==> src/rtl/io_uart_pkg.sv <==
// io_uart shared definitions: IO port offsets, STATUS bit positions and the
// TX/RX state encodings used by the UART peripheral.
// No ports; imported by io_uart and the bench-visible RTL.
package io_uart_pkg;

  // Port offsets from p_base_port
  localparam int OFF_DATA    = 0;
  localparam int OFF_STATUS  = 1;
  localparam int OFF_DIVISOR = 2;

  // STATUS register bit positions
  localparam int ST_TX_FULL      = 0;
  localparam int ST_TX_EMPTY     = 1;
  localparam int ST_TX_BUSY      = 2;
  localparam int ST_RX_VALID     = 3;
  localparam int ST_RX_OVERRUN   = 4;
  localparam int ST_RX_FRAME_ERR = 5;

  typedef enum logic [1:0] {
    TX_IDLE,
    TX_START,
    TX_DATA,
    TX_STOP
  } tx_state_t;

  // RX_BREAK holds after a bad stop bit until the line returns high.
  typedef enum logic [2:0] {
    RX_IDLE,
    RX_START,
    RX_DATA,
    RX_STOP,
    RX_BREAK
  } rx_state_t;

endpackage

==> src/rtl/io_uart_fifo.sv <==
// Synchronous FIFO with full/empty flags; pointers carry an extra wrap bit.
// Latency: pushed data is visible on pop_data the cycle after the push.
// Backpressure: push while full is dropped unless a pop frees a slot that cycle.
// Ports: clk, reset (sync, active-high), push/push_data, pop/pop_data, full, empty.
module io_uart_fifo #(
  parameter int p_depth = 4,
  parameter int p_width = 8
) (
  input  logic               clk,
  input  logic               reset,
  input  logic               push,
  input  logic [p_width-1:0] push_data,
  input  logic               pop,
  output logic [p_width-1:0] pop_data,
  output logic               full,
  output logic               empty
);

  localparam int AW = $clog2(p_depth);

  logic [p_width-1:0] mem [p_depth];
  logic [AW:0]        wr_ptr;
  logic [AW:0]        rd_ptr;
  logic               do_push;
  logic               do_pop;

  // Same index with differing wrap bits means the write pointer lapped the read pointer.
  assign empty    = (wr_ptr == rd_ptr);
  assign full     = (wr_ptr[AW] != rd_ptr[AW]) && (wr_ptr[AW-1:0] == rd_ptr[AW-1:0]);
  assign do_pop   = pop && !empty;
  assign do_push  = push && (!full || do_pop);
  assign pop_data = mem[rd_ptr[AW-1:0]];

  always_ff @(posedge clk) begin
    if (do_push) mem[wr_ptr[AW-1:0]] <= push_data;
  end

  always_ff @(posedge clk) begin
    if (reset) begin
      wr_ptr <= '0;
      rd_ptr <= '0;
    end else begin
      if (do_push) wr_ptr <= wr_ptr + 1'b1;
      if (do_pop)  rd_ptr <= rd_ptr + 1'b1;
    end
  end

endmodule

==> src/rtl/io_uart.sv <==
// Memory-mapped UART on the CPU IO port: DATA/STATUS/DIVISOR registers, TX FIFO, RX holding byte.
// Latency: reads are combinational; TX line falls 2 edges after a DATA write into an idle UART.
// Backpressure: none on the bus; DATA writes to a full FIFO are dropped, RX overrun is flagged.
// Ports: i_w_clk, i_w_reset, i_w_io_oe/we/port/in (CPU IO), o_w_io_out (0 when unselected),
//        i_w_rx (async serial in), o_w_tx (serial out, idle high).
module io_uart
  import io_uart_pkg::*;
#(
  parameter int                      p_data_width      = 16,
  parameter int                      p_port_width      = 8,
  parameter logic [p_port_width-1:0] p_base_port       = 8'h10,
  parameter logic [p_data_width-1:0] p_default_divisor = 16'd868,
  parameter int                      p_fifo_depth      = 4
) (
  input  logic                    i_w_clk,
  input  logic                    i_w_reset,
  input  logic                    i_w_io_oe,
  input  logic                    i_w_io_we,
  input  logic [p_port_width-1:0] i_w_io_port,
  input  logic [p_data_width-1:0] i_w_io_in,
  output logic [p_data_width-1:0] o_w_io_out,
  input  logic                    i_w_rx,
  output logic                    o_w_tx
);

  localparam logic [p_port_width-1:0] PORT_DATA    = p_port_width'(p_base_port + OFF_DATA);
  localparam logic [p_port_width-1:0] PORT_STATUS  = p_port_width'(p_base_port + OFF_STATUS);
  localparam logic [p_port_width-1:0] PORT_DIVISOR = p_port_width'(p_base_port + OFF_DIVISOR);
  localparam logic [p_data_width-1:0] ONE          = p_data_width'(1);
  localparam logic [p_data_width-1:0] TWO          = p_data_width'(2);

  // ---------------- address decode / registers ----------------
  logic                    sel_data, sel_status, sel_div, rd_en, wr_en;
  logic [p_data_width-1:0] divisor, eff_div, status;

  assign sel_data   = (i_w_io_port == PORT_DATA);
  assign sel_status = (i_w_io_port == PORT_STATUS);
  assign sel_div    = (i_w_io_port == PORT_DIVISOR);
  assign wr_en      = i_w_io_we;
  assign rd_en      = i_w_io_oe && !i_w_io_we;   // a simultaneous write wins
  assign eff_div    = (divisor < TWO) ? TWO : divisor;

  always_ff @(posedge i_w_clk) begin
    if (i_w_reset)             divisor <= p_default_divisor;
    else if (wr_en && sel_div) divisor <= i_w_io_in;
  end

  // ---------------- TX path ----------------
  tx_state_t               tx_state;
  logic [p_data_width-1:0] tx_cnt, tx_div;
  logic [2:0]              tx_bit;
  logic [7:0]              tx_shift, fifo_dout;
  logic                    tx_line, tx_full, tx_empty, tx_pop, tx_cnt_end, tx_busy;

  io_uart_fifo #(.p_depth(p_fifo_depth), .p_width(8)) u_tx_fifo (
    .clk(i_w_clk), .reset(i_w_reset),
    .push(wr_en && sel_data), .push_data(i_w_io_in[7:0]),
    .pop(tx_pop), .pop_data(fifo_dout),
    .full(tx_full), .empty(tx_empty)
  );

  assign tx_cnt_end = (tx_cnt == tx_div - ONE);
  assign tx_busy    = (tx_state != TX_IDLE);
  // Pop from IDLE, or straight out of STOP so back-to-back frames have no gap.
  assign tx_pop     = !tx_empty && ((tx_state == TX_IDLE) || (tx_state == TX_STOP && tx_cnt_end));
  assign o_w_tx     = tx_line;

  always_ff @(posedge i_w_clk) begin
    if (i_w_reset) begin
      tx_state <= TX_IDLE;
      tx_cnt   <= '0;
      tx_div   <= p_default_divisor;
      tx_bit   <= '0;
      tx_shift <= '0;
      tx_line  <= 1'b1;
    end else begin
      // Line follows the state one cycle later, keeping every bit exactly tx_div long.
      tx_line <= (tx_state == TX_START) ? 1'b0 :
                 (tx_state == TX_DATA)  ? tx_shift[0] : 1'b1;
      case (tx_state)
        TX_IDLE: begin
          if (tx_pop) begin
            tx_state <= TX_START;
            tx_shift <= fifo_dout;
            tx_div   <= eff_div;
            tx_cnt   <= '0;
          end
        end
        TX_START: begin
          if (tx_cnt_end) begin
            tx_state <= TX_DATA;
            tx_cnt   <= '0;
            tx_bit   <= '0;
          end else tx_cnt <= tx_cnt + ONE;
        end
        TX_DATA: begin
          if (tx_cnt_end) begin
            tx_cnt   <= '0;
            tx_shift <= {1'b0, tx_shift[7:1]};
            if (tx_bit == 3'd7) tx_state <= TX_STOP;
            else                tx_bit   <= tx_bit + 3'd1;
          end else tx_cnt <= tx_cnt + ONE;
        end
        TX_STOP: begin
          if (tx_cnt_end) begin
            tx_cnt <= '0;
            if (tx_pop) begin
              tx_state <= TX_START;
              tx_shift <= fifo_dout;
              tx_div   <= eff_div;
            end else tx_state <= TX_IDLE;
          end else tx_cnt <= tx_cnt + ONE;
        end
        default: tx_state <= TX_IDLE;
      endcase
    end
  end

  // ---------------- RX path ----------------
  rx_state_t               rx_state;
  logic [p_data_width-1:0] rx_cnt, rx_div;
  logic [2:0]              rx_bit;
  logic [7:0]              rx_shift, rx_byte;
  logic                    rx_s1, rx_s2, rx_prev;
  logic                    rx_valid, rx_overrun, rx_frame_err;
  logic                    rx_bit_end, rx_half_end, rx_done, rx_bad_stop, rd_data;

  assign rx_bit_end  = (rx_cnt == rx_div - ONE);
  assign rx_half_end = (rx_cnt == (rx_div >> 1) - ONE);
  assign rx_done     = (rx_state == RX_STOP) && rx_bit_end && rx_s2;
  assign rx_bad_stop = (rx_state == RX_STOP) && rx_bit_end && !rx_s2;
  assign rd_data     = rd_en && sel_data;

  always_ff @(posedge i_w_clk) begin
    if (i_w_reset) begin
      rx_s1   <= 1'b1;
      rx_s2   <= 1'b1;
      rx_prev <= 1'b1;
    end else begin
      rx_s1   <= i_w_rx;
      rx_s2   <= rx_s1;
      rx_prev <= rx_s2;
    end
  end

  always_ff @(posedge i_w_clk) begin
    if (i_w_reset) begin
      rx_state     <= RX_IDLE;
      rx_cnt       <= '0;
      rx_div       <= p_default_divisor;
      rx_bit       <= '0;
      rx_shift     <= '0;
      rx_byte      <= '0;
      rx_valid     <= 1'b0;
      rx_overrun   <= 1'b0;
      rx_frame_err <= 1'b0;
    end else begin
      if (wr_en && sel_status) begin
        if (i_w_io_in[ST_RX_OVERRUN])   rx_overrun   <= 1'b0;
        if (i_w_io_in[ST_RX_FRAME_ERR]) rx_frame_err <= 1'b0;
      end
      // A DATA read in the completion cycle consumes the old byte, so the new one loads cleanly.
      if (rx_done) begin
        if (!rx_valid || rd_data) begin
          rx_byte  <= rx_shift;
          rx_valid <= 1'b1;
        end else rx_overrun <= 1'b1;
      end else if (rd_data) rx_valid <= 1'b0;
      if (rx_bad_stop) rx_frame_err <= 1'b1;

      case (rx_state)
        RX_IDLE: begin
          if (rx_prev && !rx_s2) begin
            rx_state <= RX_START;
            rx_div   <= eff_div;
            rx_cnt   <= '0;
          end
        end
        RX_START: begin
          if (rx_half_end) begin
            rx_cnt   <= '0;
            rx_bit   <= '0;
            rx_state <= rx_s2 ? RX_IDLE : RX_DATA;
          end else rx_cnt <= rx_cnt + ONE;
        end
        RX_DATA: begin
          if (rx_bit_end) begin
            rx_cnt   <= '0;
            rx_shift <= {rx_s2, rx_shift[7:1]};
            if (rx_bit == 3'd7) rx_state <= RX_STOP;
            else                rx_bit   <= rx_bit + 3'd1;
          end else rx_cnt <= rx_cnt + ONE;
        end
        RX_STOP: begin
          if (rx_bit_end) begin
            rx_cnt   <= '0;
            rx_state <= rx_s2 ? RX_IDLE : RX_BREAK;
          end else rx_cnt <= rx_cnt + ONE;
        end
        RX_BREAK: begin
          if (rx_s2) rx_state <= RX_IDLE;
        end
        default: rx_state <= RX_IDLE;
      endcase
    end
  end

  // ---------------- read mux ----------------
  always_comb begin
    status                  = '0;
    status[ST_TX_FULL]      = tx_full;
    status[ST_TX_EMPTY]     = tx_empty;
    status[ST_TX_BUSY]      = tx_busy;
    status[ST_RX_VALID]     = rx_valid;
    status[ST_RX_OVERRUN]   = rx_overrun;
    status[ST_RX_FRAME_ERR] = rx_frame_err;
    o_w_io_out              = '0;
    if (rd_en) begin
      if (sel_data)        o_w_io_out = p_data_width'(rx_byte);
      else if (sel_status) o_w_io_out = status;
      else if (sel_div)    o_w_io_out = divisor;
    end
  end

endmodule

==> config.mk <==
export PLATFORM = sky130hd
export DESIGN_NAME = io_uart
export DESIGN_NICKNAME = d
export VERILOG_FILES = /design/src/rtl/io_uart_pkg.sv /design/src/rtl/io_uart_fifo.sv /design/src/rtl/io_uart.sv
export SDC_FILE = /design/constraint.sdc
export NUM_CORES = 1
export LEC_CHECK = 0
export BUFFER_PORTS_ARGS = -buffer_cell sky130_fd_sc_hd__buf_2
export CORE_MARGIN = 2
export CORE_UTILIZATION = 45
export DETAILED_ROUTE_END_ITERATION = 7
export SYNTH_ARGS = -nofsm -noshare
export SYNTH_HDL_FRONTEND = slang
export SYNTH_HIERARCHICAL = 1
export SYNTH_SLANG_ARGS = --single-unit
==> constraint.sdc <==
create_clock -name i_w_clk -period 10.6 [get_ports i_w_clk]
set_input_delay 0.53 -clock i_w_clk [delete_from_list [all_inputs] [get_ports i_w_clk]]
set_output_delay 0.53 -clock i_w_clk [all_outputs]
set_load 0.005 [all_outputs]
Word level (Yosys, flattened, before mapping)

Memories as Yosys holds them, arrays and structs flattened. A register that Yosys moved wholly into a read port is not among the register bits.
Cells that the tools add are included.

Input port bits: 29
Bits in writable memories: 32
Register bits: 128
Logic and storage cells: 170
Memories: 1

Add/sub/neg operators: 9
Order comparisons: 1
Eq/ne operators: 32
Multiplexer cells: 59
Reductions and logical operators: 47

Memories:

| memory        | depth | width | read ports | clocked after Yosys merged registers in | wr ports | RTL line           | RTL |
|---|---|---|---|---|---|---|---|
| u_tx_fifo.mem | 4     | 8     | 1          | 1                                       | 1        | io_uart_fifo.sv:21 | `logic [p_width-1:0] mem [p_depth];` |

Operators with widths:

| operator                | count |
|---|---|
| $mux W16                | 12 |
| $pmux W16 S2            | 2 |
| $eq A16 B16 Y1          | 3 |
| $pmux W16 S3            | 1 |
| $mux W3                 | 13 |
| $add A16 B1 Y16 const B | 2 |
| $sub A16 B1 Y16 const B | 2 |
| $eq A8 B5 Y1 const B    | 3 |
| $mux W8                 | 3 |
| $pmux W8 S3             | 1 |
| $ne A2 B2 Y1 const B    | 11 |
| $lt A16 B2 Y1 const B   | 1 |
| $mux W2                 | 8 |
| $sub A15 B1 Y16 const B | 1 |
| $mux W1                 | 15 |
| $pmux W3 S5             | 1 |
| $logic_and A1 B1 Y1     | 14 |
| $reduce_and A2 Y1       | 7 |
| $reduce_bool A2 Y1      | 7 |
| $add A3 B1 Y3 const B   | 4 |
| $pmux W3 S2             | 2 |
| $eq A3 B3 Y1 const B    | 3 |
| $pmux W2 S4             | 1 |
| $reduce_and A4 Y1       | 2 |
| 18 further kinds        | 29 |

Longest topological paths before layout

Gate-level depths: netlist of the first run.

Word-level depth: 10
Gate-level depth with buffers: 14

Modules after synthesis

Netlist of the first run, hierarchy kept.

Modules (own cells, without submodules):

| module       | cells an instance | area an instance (um^2) | instances | sequential area each (um^2) |
|---|---|---|---|---|
| io_uart      | 946               | 7,578.5                 | 1         | 2,442.3 |
| io_uart_fifo | 97                | 1,699.1                 | 1         | 1,121.1 |

Worst setup path before layout of the first run

No wires, ideal clock.

Path kind: reg-to-reg
Start: register rx_div[1]
End: register rx_bit[0]
Library setup time: 0.121 ns
Arrival: 3.277 ns
Data required time: 10.479 ns
Path buffers: 1
Stages on the path, launching flop included: 12
Path slack: 7.201 ns
Cell sequence: dfxtp_1 > clkbuf_1 > inv_1 > ha_1 > or3b_2 > or4_1 > a211o_1 > a22oi_4 > o2111ai_1 > or4_1 > o31ai_2 > mux2_4

Word-level cells in the longest chain between the ends: 4

RTL lines:

| what                                               | RTL line                       | RTL |
|---|---|---|
| start, declared                                    | io_uart.sv:121                 | `logic [p_data_width-1:0] rx_cnt, rx_div;` |
| start signal, assigned                             | io_uart.sv:150                 | `rx_div <= p_default_divisor;` |
| start signal, assigned                             | io_uart.sv:175                 | `rx_div <= eff_div;` |
| $sub A16 B1 Y16 or $sub A15 B1 Y16 (tied branches) | io_uart.sv:128, io_uart.sv:129 |  |
| $eq A16 B16 Y1, on equally long branches           | io_uart.sv:128, io_uart.sv:129 |  |
| $ne A2 B2 Y1 (no line)                             | n/a                            |  |
| $reduce_and A4 Y1 (no line) (*)                    | n/a                            |  |
| end signal, assigned                               | io_uart.sv:191                 | `else rx_bit <= rx_bit + 3'd1;` |
| end, declared                                      | io_uart.sv:122                 | `logic [2:0] rx_bit;` |

Every way passes the cells marked *; elsewhere a longest branch is shown, timed or not.
A chain may end at the register's enable or synchronous reset.

Final worst setup path of the first run

Start: register tx_div[0]
End: memory u_tx_fifo.mem[0][4], enable pin

Word-level cells in the longest chain between the ends: 10

RTL lines:

| what                          | RTL line           | RTL |
|---|---|---|
| start, declared               | io_uart.sv:50      | `logic [p_data_width-1:0] tx_cnt, tx_div;` |
| start signal, assigned        | io_uart.sv:72      | `tx_div <= p_default_divisor;` |
| start signal, assigned        | io_uart.sv:85      | `tx_div <= eff_div;` |
| start signal, assigned        | io_uart.sv:110     | `tx_div <= eff_div;` |
| $sub A16 B1 Y16               | io_uart.sv:62      | `assign tx_cnt_end = (tx_cnt == tx_div - ONE);` |
| $eq A16 B16 Y1                | io_uart.sv:62      |  |
| $logic_and A1 B1 Y1           | io_uart.sv:65      | `assign tx_pop = !tx_empty && ((tx_state == TX_IDLE) \|\| (tx_state == TX_STOP && tx_cnt_end));` |
| $logic_or A1 B1 Y1            | io_uart.sv:65      |  |
| $logic_and A1 B1 Y1           | io_uart.sv:65      |  |
| net tx_pop                    | io_uart.sv:53      | `logic tx_line, tx_full, tx_empty, tx_pop, tx_cnt_end, tx_busy;` |
| $logic_and A1 B1 Y1           | io_uart_fifo.sv:30 | `assign do_pop = pop && !empty;` |
| $logic_or A1 B1 Y1            | io_uart_fifo.sv:31 | `assign do_push = push && (!full \|\| do_pop);` |
| $logic_and A1 B1 Y1           | io_uart_fifo.sv:31 |  |
| $mux W1                       | io_uart_fifo.sv:35 | `if (do_push) mem[wr_ptr[AW-1:0]] <= push_data;` |
| $mux W1 (implied by the code) | io_uart_fifo.sv:35 |  |
| end, declared                 | io_uart_fifo.sv:21 |  |

The timed path passes the listed nets, and every way through them passes these cells.

==> results.json, run 1 <==
{
  "outcome": "complete, no violations",
  "grt_pass1_vias": 6788,
  "multi_input_area_um2": 5230,
  "drc": 0,
  "grt_first_pass_wirelength_mm": 36.5,
  "rsz0062_at_grt": "no",
  "critical_path_required_ns": 10.69,
  "area_delta_synth_final_pct": 10.2,
  "setup_viol": 0,
  "dr_total_vias": 7601,
  "synth_nets": 1091,
  "dieHeight_um": 148,
  "grt_usage_pct": 21.0,
  "hold_viol": 0,
  "cpPeakStageDelay_ns": 0.52,
  "clock_skew_ns": 0.0158,
  "netlist_area_um2": 9280,
  "cap_violations": 0,
  "leakagePower_nw": 3.72,
  "drt_iter0_markers": 584,
  "place_congestion": 0.877,
  "yosys_register_bits": 162,
  "fp.dieArea_um2": 21800,
  "cts_root_buffer": "clkbuf_16",
  "finalMaxSlewViolations": 0,
  "crit_end": "u_tx_fifo/mem[0][4]",
  "place_hpwl_mm": 16.0,
  "worstSetupPathType": "reg -> reg",
  "path_delay_family": "simple AND/OR/NAND/NOR gates",
  "ios": 46,
  "wl_per_cell_um": 16.8,
  "clk_pin_slew_ns": 0.08,
  "cts_tree": "yes",
  "synthesis.instances": 1043,
  "viasPerCell": 5.70,
  "crit_path_start_kind": "flip-flop",
  "cp_slowest_cell": "nor4b_1",
  "cts_resized": 0,
  "ir_drop_mv": 0.104,
  "final_nets": 1099,
  "relSlewSlack_pct": 32.4,
  "hold_slack_ns": 0.273,
  "synth-seq-area-share_pct": 38.4,
  "worst_slew_pin_slew_ns": 1.01,
  "wirelength_mm": 22.4,
  "rrSetupSlack_ns": 6.67,
  "arrival_ns": 4.03,
  "powerDensity_nw_per_um2": 150,
  "path_cells": "inv_1 > ha_1 > nor4b_1 > and4_1 > a211oi_1 > a211oi_1 > o22ai_1 > or3_1 > a21oi_1 > inv_1 > a41oi_2 > and2_1",
  "hp-class": "in -> reg",
  "placed_area_um2": 9570,
  "worstPathBufferInverterCount": 2,
  "regArea_um2": 3560,
  "cp_max_fo": 8,
  "htreeDepth": 4,
  "worstReg2RegEnd": "u_tx_fifo/mem[0][4]",
  "reg2regPathDepth": 12,
  "synth.distinct_cells": 93,
  "synth_edf_count": 32,
  "syn_avg_cell_area_um2": 8.90,
  "fmax_mhz": 254,
  "min_period_ns": 3.93,
  "port_buffers": 45,
  "coreArea_um2": 20200,
  "crit_cells": 12,
  "grt_max_degree": 83,
  "tns_ns": 0,
  "antenna_left": 0,
  "ctsHoldBuffers": 0,
  "start_util_pct": 45.9,
  "overflow": 0,
  "final_core_util_pct": 50.6,
  "drive_above_1_share_pct": 12.1,
  "firstDrtPassIters": 7,
  "postCtsSetupBuffers": 0,
  "startpoint": "tx_div[0]",
  "die_x_um": 148,
  "synth_ff_type": "dfxtp_1",
  "numCtsBuffers": 17,
  "rr_startpoint": "tx_div[0]",
  "diodes": 0,
  "clock_path_buffers": 2,
  "fin_area_um2": 10200,
  "cts_num_sinks": 162,
  "clkLatencyLatePin_ns": 0.44,
  "rows": 52,
  "fill_cells": 1895,
  "synth_warnings": 6,
  "grt_antenna_before_repair": 0,
  "period_share_pct": 37.1,
  "synthArstFlopShare_pct": 0,
  "end_kind": "flip-flop"
}
==> area by class of cell <==
cell class              count  area share (%)
multi-input cells         774            51.1
flip-flops and latches    162            34.8
clock buffers              17            4.16
well taps                 270            3.30
repair buffers             51            2.67
clock inverters            15            2.25
inverters                  45            1.65
==> Yosys cell counts, types with 14 or more instances <==
| cell type | n | area, µm² |
|---|---|---|
| nor2b_1 | 20 | 125 |
| nor4_1 | 23 | 144 |
| nor3_1 | 26 | 130 |
| mux2i_1 | 40 | 400 |
| dfxtp_1 | 130 | 2600 |
| and3_1 | 19 | 119 |
| o21ai_0 | 27 | 135 |
| nor2_1 | 91 | 342 |
| xnor2_1 | 19 | 166 |
| a211oi_1 | 18 | 135 |
| a31oi_1 | 14 | 87.6 |
| inv_1 | 44 | 165 |
| nand2_1 | 94 | 353 |
| and2_1 | 16 | 100 |
| edfxtp_1 | 32 | 961 |
| nand3_1 | 26 | 130 |
| nand2b_1 | 33 | 206 |
| a21oi_1 | 58 | 290 |
| clkbuf_1 | 40 | 150 |
| xor2_1 | 32 | 280 |
| ha_1 | 19 | 238 |
==> layout by cell type, fill, tap and decap left out, types with 22 or more instances in the layout <==
master and instances:
nand3_1 26, nor3_1 26, nor4_1 22, inv_1 44
mux2i_1 40, xor2_1 32, dfxtp_1 130, nand2_1 94
buf_2 44, nor2_1 91, nand2b_1 33, edfxtp_1 32
a21oi_1 58, o21ai_0 27
==> power breakdown <==
part / leakage, nW / internal, mW / switching (mW)
registers: 1.34 / 0.642 / 0.0174
logic: 2.07 / 0.0724 / 0.134
clock network: 0.314 / 0.349 / 0.318
==> cells by family (layout without fill, tap and decap cells) <==
logic type      count (synthesis)  after routing  synth area share, %
buf+inv                       107            128                 5.29
flops                         162            162                 38.4
compound gates                226            226                 17.2
fa+ha+maj                      19             19                 2.56
mux                            55             55                 7.19
xor+xnor                       55             55                 5.64
simple gates                  419            419                 23.7
==> how the worst min path moves through the flow <==
stage | depth (start not counted) | startpoint | end
after floorplan | 1 | rx_s1 | rx_s2
after global placement | 1 | rx_s1 | rx_s2
after detailed placement | 1 | rx_s1 | rx_s2
after CTS | 2 | i_w_rx | rx_s1
after global routing | 2 | i_w_rx | rx_s1
final | 2 | i_w_rx | rx_s1
==> layer usage <==
metal | vias to the layer above | GRT usage (%) | routed length [µm]
met5 | - | 0 | 0
met4 | 0 | 4.76 | 221
met3 | 15 | 3.98 | 1200
met2 | 187 | 30.9 | 9730
met1 | 3600 | 31.9 | 11300
li1 | 3799 | - | -
==> worst reg2reg max path, stage by stage, from the launching register on <==
cell      delay [ns]
dfxtp_1         0.34
inv_1           0.09
ha_1            0.23
nor4b_1         0.52
and4_1          0.30
a211oi_1        0.08
a211oi_1        0.29
o22ai_1         0.18
or3_1           0.34
a21oi_1         0.30
inv_1           0.17
a41oi_2         0.31
and2_1          0.44
==> per-stage QoR <==
step | cells | setup WS (ns) | power [mW]
6_report | 1334 | 6.67 | 1.53
5_1_grt | 1334 | 6.32 | 1.60
4_1_cts | 1334 | 6.67 | 1.54
3_5_place_dp | 1302 | 6.71 | 0.878
3_3_place_gp | 1302 | 6.80 | 0.877
2_1_floorplan | 1043 | 7.20 | 0.827
==> registers in the layout (all words and copies together), names as in the netlist, 8 cells and up, named ones only <==
name           flops
tx_cnt            16
rx_cnt            16
divisor           16
rx_div            16
rx_byte            8
u_tx_fifo/mem     32
tx_div            16
rx_shift           8
tx_shift           8
Note: power is estimated with default switching activity, not from simulation.
==> inputs of run 2 (changes only) <==
==> constraint.sdc (replaced) <==
create_clock -name i_w_clk -period 3.6 [get_ports i_w_clk]
set_input_delay 0.18 -clock i_w_clk [delete_from_list [all_inputs] [get_ports i_w_clk]]
set_output_delay 0.18 -clock i_w_clk [all_outputs]
set_load 0.005 [all_outputs]
==> run 2 against run 1 <==
Compared with the run above:
- final cell count grew 3.4%
- non-clock buffer count increased by 46
- combinational power rose to 3.1 times the previous value
- via count grew 1.4%
- utilization rose by 1.9 points
- global-route usage up 0.56 points
- die area is the same
- maximum frequency grew 15%
- count of clock-buffer cells in the layout unchanged
- critical path depth shrank 2
- clock power rose to 2.8 times the previous value
- routed wire length rose by 2.2%
- critical path type unchanged
==> results.json, run 2 (synthesis gave the netlist of run 1 again) <==
{
  "power_mw": 4.45,
  "dr.max_layer_used": "met4",
  "crit_path_start_kind": "flip-flop",
  "worst_slew_pin_slew_ns": 0.952,
  "finalMaxSlewViolations": 0,
  "grt_first_pass_wirelength_mm": 37.7,
  "critical_path_required_ns": 3.93,
  "setup_viol": 0,
  "end_kind": "flip-flop",
  "placed_area_um2": 9880,
  "clock_path_buffers": 2,
  "antenna_left": 0,
  "diodes": 0,
  "drt_iter0_markers": 556,
  "final_common_cell": "dfxtp_1",
  "multi_input_area_um2": 5260,
  "cap_violations": 0,
  "grt_antenna_before_repair": 0,
  "ios": 46,
  "die_x_um": 148,
  "dr_wl_met2_mm": 9.92,
  "place_hpwl_mm": 16.7,
  "port_buffers": 45,
  "tns_ns": 0,
  "drive_above_1_share_pct": 15.8,
  "wl_met1_mm": 11.8,
  "wl_per_cell_um": 16.6,
  "fill_cells": 1885,
  "fp.dieArea_um2": 21800,
  "overflow": 0,
  "hold_slack_ns": 0.0138,
  "powerDensity_nw_per_um2": 419,
  "dieHeight_um": 148,
  "numCtsBuffers": 17,
  "outcome": "complete, no violations",
  "fmax_mhz": 293,
  "place_congestion": 0.882,
  "arrival_ns": 3.75,
  "cts_tree": "yes",
  "grt_usage_pct": 21.6,
  "largest_register_ffs": 32,
  "layout_common_cells": "dfxtp_1, nand2_1, nor2_1",
  "min_period_ns": 3.41,
  "cts_root_buffer": "clkbuf_16",
  "rsz0062_at_grt": "no",
  "dr_total_vias": 7705,
  "firstDrtPassIters": 5,
  "regArea_um2": 3560,
  "relSlewSlack_pct": 36.5,
  "ir_drop_mv": 0.293,
  "period_share_pct": 94.8,
  "fin_area_um2": 10600,
  "clock_skew_ns": 0.0170,
  "rows": 52,
  "leakagePower_nw": 3.94,
  "dr_wl_met3_um": 969,
  "clk_pin_slew_ns": 0.08,
  "cp_max_fo": 6,
  "drc": 0,
  "grt_pass1_vias": 7065,
  "coreArea_um2": 20200,
  "worstSetupPathType": "reg -> reg",
  "area_delta_synth_final_pct": 14.5,
  "final_nets": 1145,
  "hold_viol": 0,
  "start_util_pct": 45.9,
  "htreeDepth": 4,
  "viasPerCell": 5.58,
  "cts_num_sinks": 162,
  "hp-class": "in -> reg",
  "clkLatencyLatePin_ns": 0.44,
  "grt_max_degree": 51,
  "wirelength_mm": 22.9
}
[run 2: routing by layer]
metal	track usage, %	vias to the layer above
met2	32.0	167
met1	32.8	3624
met4	5.14	0
met5	0	-
met3	3.43	19
li1	-	3895
[run 2: where the power goes]
part	internal [mW]	switching [mW]	total [mW]	leakage [nW]
clock network	0.953	0.923	1.88	0.300
logic	0.238	0.400	0.638	2.30
registers	1.89	0.0486	1.94	1.34
total	3.08	1.37	4.45	3.94
[run 2: path summary, 6_finish.rpt]
check	from	endpoint	slack (ns)	depth (start not counted)
worst max-delay path	rx_div[2]	rx_bit[0]	0.19	10
worst min-delay path	i_w_io_in[6]	u_tx_fifo/mem[2][6]	0.01	1
worst max register to register	rx_div[2]	rx_bit[0]	0.19	10
worst min register to register	rx_s1	rx_s2	0.42	1
[run 2: worst max-delay path, cell delays in order, from the launching register on]
cell       delay (ns)
dfxtp_1          0.39
inv_1            0.10
ha_1             0.18
or4b_2           0.60
a221o_1          0.32
a211oi_1         0.31
o211a_2          0.32
o2111ai_1        0.16
or4_1            0.46
o31ai_2          0.14
mux2_4           0.34
[run 2: what timing repair did]
action / 4_1_cts / 5_1_grt
gates resized for setup: 0 / 8
endpoints found under the hold margin: 11 / 0
endpoints found under the setup margin: 0 / 45
buffers inserted: 0 / 0
hold buffers: 8 / 0
[run 2: final cells by class]
| class | count | share of cell area (%) |
|---|---|---|
| multi-input combinational | 774 | 49.5 |
| sequential | 162 | 33.6 |
| timing repair buffer | 97 | 6.24 |
| clock buffer | 17 | 4.01 |
| tap | 270 | 3.18 |
| clock inverter | 15 | 1.87 |
| inverter | 45 | 1.59 |
[run 2: per-stage QoR]
step                utilization, %  instances  setup WS, ns
global placement              48.8       1340         0.196
finish                        52.5       1380         0.187
floorplan                        -       1043         0.201
CTS                           52.3       1380         0.129
detailed placement            48.8       1340         0.140
global route                  52.5       1380       0.00500
==> inputs of run 3 (changes only) <==
--- a/config.mk
+++ b/config.mk
@@ -7,8 +7,9 @@
 export LEC_CHECK = 0
 export BUFFER_PORTS_ARGS = -buffer_cell sky130_fd_sc_hd__buf_2
 export CORE_MARGIN = 2
-export CORE_UTILIZATION = 45
+export CORE_UTILIZATION = 50
 export DETAILED_ROUTE_END_ITERATION = 7
+export PLACE_DENSITY = 0.7
 export SYNTH_ARGS = -nofsm -noshare
 export SYNTH_HDL_FRONTEND = slang
 export SYNTH_HIERARCHICAL = 1
==> run 3 against run 2 <==
Compared with the run above:
- global-route usage increased by 1.3 points
- combinational power decreased by 2%
- critical endpoint unchanged
- critical path type unchanged
- utilization increased by 5.4 points
- non-clock buffer count decreased by 9
- largest power group unchanged
- final cell count decreased by 3.6%
- routed wire length decreased by 4.5%
- clock power decreased by 2%
- critical path depth unchanged
- register-to-register slack got worse by 0.02 ns
- sequential share of layout area increased by 0.48 points
==> results.json, run 3 (synthesis gave the netlist of run 1 again) <==
{
  "die_x_um": 140,
  "area_delta_synth_final_pct": 12.9,
  "rows": 49,
  "wl_per_cell_um": 16.5,
  "clock_skew_ns": 0.0188,
  "worst_slew_pin_slew_ns": 0.953,
  "power.switching_mw": 1.33,
  "cap_violations": 0,
  "worstPathBufferInverterCount": 1,
  "p_seq_share_pct": 44.0,
  "placed_area_um2": 9760,
  "start_util_pct": 51.3,
  "grt_pass1_vias": 7180,
  "final_common_cell": "dfxtp_1",
  "p_int_mw": 3.07,
  "viasPerCell": 5.84,
  "cts_num_sinks": 162,
  "tns_ns": 0,
  "rsz0062_at_grt": "no",
  "diodes": 0,
  "pwr-share-comb_pct": 14.2,
  "clk_pin_slew_ns": 0.08,
  "hp-class": "in -> reg",
  "dr_total_vias": 7771,
  "cp_common_cell": "or4_1",
  "grt_first_pass_wirelength_mm": 36.5,
  "numCtsBuffers": 17,
  "grt_max_degree": 71,
  "clock_path_buffers": 2,
  "overflow": 0,
  "crit_path_start_kind": "flip-flop",
  "path_cells": "inv_1 > ha_1 > or3b_2 > or4_1 > a211o_1 > a22oi_4 > o2111ai_1 > or4_1 > o31ai_2 > mux2_4",
  "worstSetupPathType": "reg -> reg",
  "firstDrtPassIters": 5,
  "place_hpwl_mm": 15.8,
  "fp.dieArea_um2": 19700,
  "leakagePower_nw": 3.89,
  "outcome": "complete, no violations",
  "place_congestion": 0.905,
  "port_buffers": 45,
  "swShare_pct": 30.3,
  "antenna_left": 0,
  "wirelength_mm": 21.9,
  "critical_path_required_ns": 3.93,
  "path_delay_family": "simple AND/OR/NAND/NOR gates",
  "powerDensity_nw_per_um2": 421,
  "coreArea_um2": 18100,
  "clkLatencyLatePin_ns": 0.44,
  "setup_viol": 0,
  "cts_tree": "yes",
  "finalMaxSlewViolations": 0,
  "period_share_pct": 95.4,
  "grt_antenna_before_repair": 0,
  "cp_max_fo": 6,
  "layout_common_cells": "dfxtp_1, nand2_1, nor2_1",
  "end_kind": "flip-flop",
  "dieHeight_um": 140,
  "grt_usage_pct": 22.9,
  "ir_drop_mv": 0.320,
  "cp_slowest_cell": "or4_1",
  "relSlewSlack_pct": 36.5,
  "clkPwrFrac_pct": 41.7,
  "drc": 0,
  "fin_area_um2": 10500,
  "final_nets": 1136,
  "largest_register_ffs": 32,
  "cpPeakStageDelay_ns": 0.54,
  "cts_root_buffer": "clkbuf_16",
  "hold_viol": 0,
  "drt_iter0_markers": 537,
  "fmax_mhz": 291,
  "arrival_ns": 3.77,
  "min_period_ns": 3.43,
  "htreeDepth": 4,
  "postCtsSetupBuffers": 0,
  "drive_above_1_share_pct": 15.0,
  "hold_slack_ns": 0.00853,
  "ios": 46
}
-- run 3: changes by cell type in the layout (fill, tap and decap cells not counted), sizes merged --
| cell | change |
|---|---|
| buf | -8 |
| clkinv | -2 |
| inv | +2 |
| dlygate4sd3 | -1 |
-- run 3: per-layer routing --
layer	GRT usage, %	wire length [µm]	vias up
met5	0	0	-
met4	7.34	380	0
met3	3.59	1130	35
met2	34.8	9730	210
met1	33.4	10700	3661
li1	-	-	3865
-- run 3: area by class of cell --
| class | count | area, µm² |
|---|---|---|
| Sequential cell | 162 | 3560 |
| Fill cell | 1549 | 7620 |
| Clock buffer | 17 | 425 |
| Tap cell | 229 | 287 |
| Inverter | 45 | 169 |
| Timing Repair Buffer | 88 | 581 |
| Clock inverter | 15 | 189 |
| Multi-Input combinational cell | 774 | 5260 |
-- run 3: worst register-to-register path, stage by stage (launching register included) --
cell and delay (ns):
dfxtp_1 0.36, inv_1 0.07, ha_1 0.24, or3b_2 0.49, or4_1 0.54, a211o_1 0.33, a22oi_4 0.22, o2111ai_1 0.17
or4_1 0.45, o31ai_2 0.14, mux2_4 0.34
-- run 3: worst paths after layout --
check                              startpoint          end  slack (ns)  cells after the start
worst max register to register      rx_div[0]    rx_bit[0]        0.17                     10
worst min-delay path            i_w_io_in[13]  divisor[13]       0.009                      3
worst min register to register          rx_s1        rx_s2        0.42                      1
worst max-delay path                rx_div[0]    rx_bit[0]        0.17                     10
-- run 3: per-stage QoR --
step	cells	setup slack, ns	util, %	total power, mW
floorplan	1043	0.201	-	2.44
global placement	1291	0.0961	54.0	2.59
detailed placement	1291	0.0497	54.0	2.59
CTS	1329	0.0163	57.7	4.43
global route	1330	0.00950	57.9	4.60
finish	1330	0.166	57.9	4.40
-- run 3: power groups by stage --
stage | sequential (mW) | clock [mW] | combinational (mW)
2_1_floorplan | 1.96 | 0 | 0.475
3_3_place_gp | 1.98 | 0 | 0.609
3_5_place_dp | 1.98 | 0 | 0.614
4_1_cts | 1.94 | 1.87 | 0.623
5_1_grt | 1.95 | 1.95 | 0.705
6_report | 1.94 | 1.84 | 0.627
-- run 3: timing repair --
item	4_1_cts	5_1_grt
hold buffers	6	1
endpoints found under the hold margin	9	1
setup endpoints to repair	0	54
resized for setup	0	7
